===== config.mk =====
export PLATFORM = sky130hd
export DESIGN_NAME = aclk_keypad_scanner
export DESIGN_NICKNAME = d
export VERILOG_FILES = /design/src/rtl/aclk_keypad_scanner.sv
export SDC_FILE = /design/constraint.sdc
export NUM_CORES = 1
export LEC_CHECK = 0
export BUFFER_PORTS_ARGS = -buffer_cell sky130_fd_sc_hd__buf_2
export CAP_MARGIN = 0
export CELL_PAD_IN_SITES_DETAIL_PLACEMENT = 1
export CELL_PAD_IN_SITES_GLOBAL_PLACEMENT = 1
export CORE_MARGIN = 1.5
export CORE_UTILIZATION = 45
export DETAILED_ROUTE_END_ITERATION = 12
export PLACE_DENSITY_LB_ADDON = 0.1
export SLEW_MARGIN = 15
export SYNTH_ARGS = -nofsm -noshare
export SYNTH_HDL_FRONTEND = slang
export SYNTH_SLANG_ARGS = --single-unit

===== constraint.sdc =====
create_clock -name clock -period 3.7 [get_ports clock]
set_input_delay 0.555 -clock clock [delete_from_list [all_inputs] [get_ports clock]]
set_output_delay 0.555 -clock clock [all_outputs]
set_load 0.05 [all_outputs]

===== src/rtl/aclk_keypad_scanner.sv =====
// Scans a 4x3 keypad and produces a debounced digit code for the alarm clock.
// Ports: clock, reset (async, active-high), scan_tick (pacing pulse),
//        row_sense[3:0] (raw rows), col_drive[2:0] (one-hot columns),
//        key[3:0] (0-9 or NOKEY), key_strobe (one-clock new-press pulse).
// Option: define KEYPAD_GHOST_REJECT_EN to decode multi-row readings as NOKEY;
//         otherwise the lowest-index active row wins.
module aclk_keypad_scanner #(
    parameter int         DEBOUNCE_CNT = 4,
    parameter logic [3:0] NOKEY        = 4'd10
) (
    input  logic       clock,
    input  logic       reset,
    input  logic       scan_tick,
    input  logic [3:0] row_sense,
    output logic [2:0] col_drive,
    output logic [3:0] key,
    output logic       key_strobe
);

    localparam int CW = $clog2(DEBOUNCE_CNT + 1);
    localparam logic [CW-1:0] CNT_LAST = CW'(DEBOUNCE_CNT - 1);
    localparam logic [CW-1:0] CNT_MAX  = CW'(DEBOUNCE_CNT);
    // The first non-matching tick is taken in HELD, so RELEASE
    // finishes one count earlier than DEBOUNCE does.
    localparam int REL_LAST = DEBOUNCE_CNT - 2;

    typedef enum logic [1:0] {
        SCAN,
        DEBOUNCE,
        HELD,
        RELEASE
    } state_t;

    state_t        state_q, state_d;
    logic [3:0]    row_m_q, row_s_q;
    logic [2:0]    col_q, col_d;
    logic [CW-1:0] cnt_q, cnt_d;
    logic [CW-1:0] cnt_inc;
    logic [3:0]    cand_q, cand_d;
    logic [3:0]    key_q, key_d;
    logic          strobe_q, strobe_d;

    logic [1:0]    row_idx;
    logic [1:0]    col_idx;
    logic [3:0]    decode;
`ifdef KEYPAD_GHOST_REJECT_EN
    logic          multi_row;
`endif

    always_comb begin
        row_idx = 2'd0;
        if (row_s_q[0])      row_idx = 2'd0;
        else if (row_s_q[1]) row_idx = 2'd1;
        else if (row_s_q[2]) row_idx = 2'd2;
        else if (row_s_q[3]) row_idx = 2'd3;

        col_idx = 2'd0;
        if (col_q[1])      col_idx = 2'd1;
        else if (col_q[2]) col_idx = 2'd2;

        decode = NOKEY;
        if (row_s_q != 4'd0) begin
            if (row_idx != 2'd3) begin
                decode = {2'b00, row_idx} * 4'd3 + {2'b00, col_idx} + 4'd1;
            end else if (col_idx == 2'd1) begin
                decode = 4'd0;
            end
        end

`ifdef KEYPAD_GHOST_REJECT_EN
        multi_row = (row_s_q[0] & row_s_q[1]) | (row_s_q[0] & row_s_q[2]) |
                    (row_s_q[0] & row_s_q[3]) | (row_s_q[1] & row_s_q[2]) |
                    (row_s_q[1] & row_s_q[3]) | (row_s_q[2] & row_s_q[3]);
        if (multi_row) decode = NOKEY;
`endif
    end

    assign cnt_inc = (cnt_q >= CNT_MAX) ? cnt_q : cnt_q + CW'(1);

    always_comb begin
        state_d  = state_q;
        col_d    = col_q;
        cnt_d    = cnt_q;
        cand_d   = cand_q;
        key_d    = key_q;
        strobe_d = 1'b0;

        if (scan_tick) begin
            unique case (state_q)
                SCAN: begin
                    if (decode != NOKEY) begin
                        cand_d  = decode;
                        cnt_d   = '0;
                        state_d = DEBOUNCE;
                    end else begin
                        col_d = {col_q[1:0], col_q[2]};
                    end
                end
                DEBOUNCE: begin
                    if (decode == cand_q) begin
                        if (cnt_q >= CNT_LAST) begin
                            state_d  = HELD;
                            key_d    = cand_q;
                            strobe_d = 1'b1;
                            cnt_d    = '0;
                        end else begin
                            cnt_d = cnt_inc;
                        end
                    end else begin
                        state_d = SCAN;
                        cnt_d   = '0;
                    end
                end
                HELD: begin
                    if (decode != cand_q) begin
                        state_d = RELEASE;
                        cnt_d   = '0;
                    end
                end
                RELEASE: begin
                    if (decode == cand_q) begin
                        state_d = HELD;
                        cnt_d   = '0;
                    end else if (int'(cnt_q) >= REL_LAST) begin
                        state_d = SCAN;
                        key_d   = NOKEY;
                        cnt_d   = '0;
                    end else begin
                        cnt_d = cnt_inc;
                    end
                end
                default: begin
                    state_d = SCAN;
                    cnt_d   = '0;
                end
            endcase
        end
    end

    always_ff @(posedge clock or posedge reset) begin
        if (reset) begin
            row_m_q  <= 4'd0;
            row_s_q  <= 4'd0;
            state_q  <= SCAN;
            col_q    <= 3'b001;
            cnt_q    <= '0;
            cand_q   <= NOKEY;
            key_q    <= NOKEY;
            strobe_q <= 1'b0;
        end else begin
            row_m_q  <= row_sense;
            row_s_q  <= row_m_q;
            state_q  <= state_d;
            col_q    <= col_d;
            cnt_q    <= cnt_d;
            cand_q   <= cand_d;
            key_q    <= key_d;
            strobe_q <= strobe_d;
        end
    end

    assign col_drive  = col_q;
    assign key        = key_q;
    assign key_strobe = strobe_q;

endmodule


==> flow_summary.ini <==
[die]
placementRows = 20
start_util_pct = 47.9
die_w_um = 60.5
coreArea_um2 = 3100
boundaryPins = 15
dieHeight_um = 60.5
fp.dieArea_um2 = 3660

[cts]
cts_resized = 0
cts.sinks = 25
cts-buffers-inserted = 3
ctsRootBufferMaster = clkbuf_4
clock_path_buffers = 2
post-cts-setup-buffer-count = 0
cts_tree = built
clk_pin_slew_ps = 140
hold_buffers = 0
clock_latency_ps = 320
htreeDepth = 1

[flow_run]
drv_cap = 0

[yosys]
synthArstFlopShare_pct = 100
yosysSeqAreaShare_pct = 42.5
synth_top_area_cell = dfrtp_1
avgSynthCellArea_um2 = 10.5
syn_nets = 156
syn_inst = 142
synth_area_um2 = 1490
synth-main-ff-cell = dfrtp_1
synth_cell_type_count = 49
synth_edf_count = 0
yosysWarnings = 0
synth.most_common_cell = dfrtp_1
synth_common_cells = dfrtp_1, inv_1, o21ai_0, nor2_1, nand2_1
ys_seq_elements = 25
synthTopCellsByArea = dfrtp_1, dfstp_2, ha_1, inv_1, o21ai_0
yosys.area.top_type_share_pct = 33.6

[critical_path]
cp_max_fo = 12
startpoint_type = flop
worst_setup_path_end_kind = flop
critPathKind = flop to flop
required_ps = 3930
critPathArrivalTime_ps = 3340

[status]
outcome = finished, final reports clean

[pwr]
power_density_nw_per_um2 = 612
cellLeakagePower_uw = 0.000686
peakVddDrop_mv = 0.262
switching_share_pct = 42.6
switchingPower_uw = 421
p_clk_share_pct = 12.1
internal-power_uw = 567
power.share.sequential_pct = 44.4
combPwrFrac_pct = 43.5

[routing]
drt_wl_total_um = 3180
drt_iter0_drc = 64
via_per_inst = 5.61
wire_per_inst_um = 16.0
num_vias = 1116
drc = 0
detail-route-antenna-nets = 0
drt_pre_antenna_iters = 4

[layout]
fin_area_um2 = 1610
area_growth_pct = 8.49
utilization_pct = 52.0
drive_gt1_share_pct = 25.8
final_cells = 199
nets = 170
diodes = 0

[global_routing]
overflow = 0
grt_pass1_wl_um = 5440
grt_pass1_vias = 1170
grt_use_total_pct = 20.0
grt_max_degree = 26
antenna_found_initial = 0

[worst_hold_path]
hp-class = input pin to flop

[place]
place_area_um2 = 1590
dp_cells = 195
gp_congestion = 0.837
portBuffers = 14
dp_hpwl_um = 2470

[timing]
finClkSkew_ps = 15.9
worstMarginPinSlew_ps = 936
clock.fmax_mhz = 322
hold_viol = 0
setup_viol = 0
drv_slew = 0
fin_crit_ps = 3110
fin_crit_sh_pct = 83.9
tns_ps = 0
rsz0062_at_grt = no
relSlewSlack_pct = 37.5
worst_hold_slack_ps = 343
[cells by family (layout without fill, tap and decap cells)]
logic type / Yosys count / count (layout) / share of synthesized area, %
flip-flops: 25 / 25 / 42.5
multiplexers: 5 / 5 / 4.54
XOR/XNOR: 6 / 6 / 4.54
buffers and inverters: 18 / 31 / 5.05
AO/OA/AOI/OAI: 43 / 43 / 22.8
adder cells (fa/ha/maj): 7 / 7 / 6.39
AND/OR/NAND/NOR: 38 / 38 / 14.2
[path summary, 6_finish.rpt]
path                              startpoint          to  slack (ps)  depth (start not counted)
max in group asynchronous              reset    cnt_q[1]        2700                          2
worst min register to register    row_m_q[3]  row_s_q[3]         360                          0
min in group asynchronous              reset  state_q[0]         420                          2
worst min-delay path            row_sense[1]  row_m_q[1]         340                          1
worst max register to register    row_s_q[2]    cnt_q[2]         590                         11
worst max-delay path              row_s_q[2]    cnt_q[2]         590                         11
[state kept, by name, indices dropped and copies added, names as in the netlist, named ones only]
signal      count
row_s_q         4
col_drive       3
row_m_q         4
cnt_q           3
key             4
cand_q          4
key_strobe      1
state_q         1
[metrics by stage]
| stage | worst slack (ps) | power [µW] |
|---|---|---|
| 6_report | 594 | 988 |
| 3_5_place_dp | 644 | 874 |
| 2_1_floorplan | 712 | 780 |
| 4_1_cts | 602 | 997 |
| 3_3_place_gp | 772 | 854 |
| 5_1_grt | 385 | 1060 |
[cell usage in the layout (no fill, tap or decap), types with 3 or more instances in the layout]
cell,instances
dfrtp_1,20
buf_2,14
inv_1,13
o21ai_0,9
nor2_1,8
nand2_1,7
ha_1,6
a21oi_1,5
nand3_1,5
dfstp_2,5
nand3b_1,4
mux2_2,4
o2bb2ai_1,3
o22ai_1,3
a2bb2oi_1,3
clkbuf_4,3
[final cells by class]
type,instances,area [µm²]
Clock buffer,3,22.5
Tap cell,44,55.1
Multi-Input combinational cell,99,781
Clock inverter,1,5.00
Timing Repair Buffer,14,70.1
Fill cell,375,1490
Inverter,13,48.8
Sequential cell,25,632
[power groups by stage]
stage / clock [µW] / sequential (µW) / combinational, µW
6_report: 119 / 439 / 430
2_1_floorplan: 0 / 453 / 328
4_1_cts: 127 / 439 / 432
3_5_place_dp: 0 / 445 / 428
3_3_place_gp: 0 / 441 / 413
5_1_grt: 135 / 450 / 479
[routing by layer]
| metal | vias up | part of all wire (%) | GRT usage, % |
|---|---|---|---|
| met5 | - | 0 | 0 |
| met4 | 0 | 2.0 | 8.39 |
| met1 | 549 | 49 | 28.1 |
| li1 | 540 | - | - |
| met2 | 21 | 46 | 30.7 |
| met3 | 6 | 3.2 | 3.62 |
[worst max-delay path, cell delays in order, from the launching register on]
cell      delay [ps]
dfrtp_1          560
inv_1             80
a21oi_1          140
nor2_1            60
ha_1             250
fa_1             430
xnor2_2          240
mux2i_4          350
xnor2_2          210
nand4b_1         250
and2_1           220
o32ai_2          230
Power figures use the tool's default switching activity.
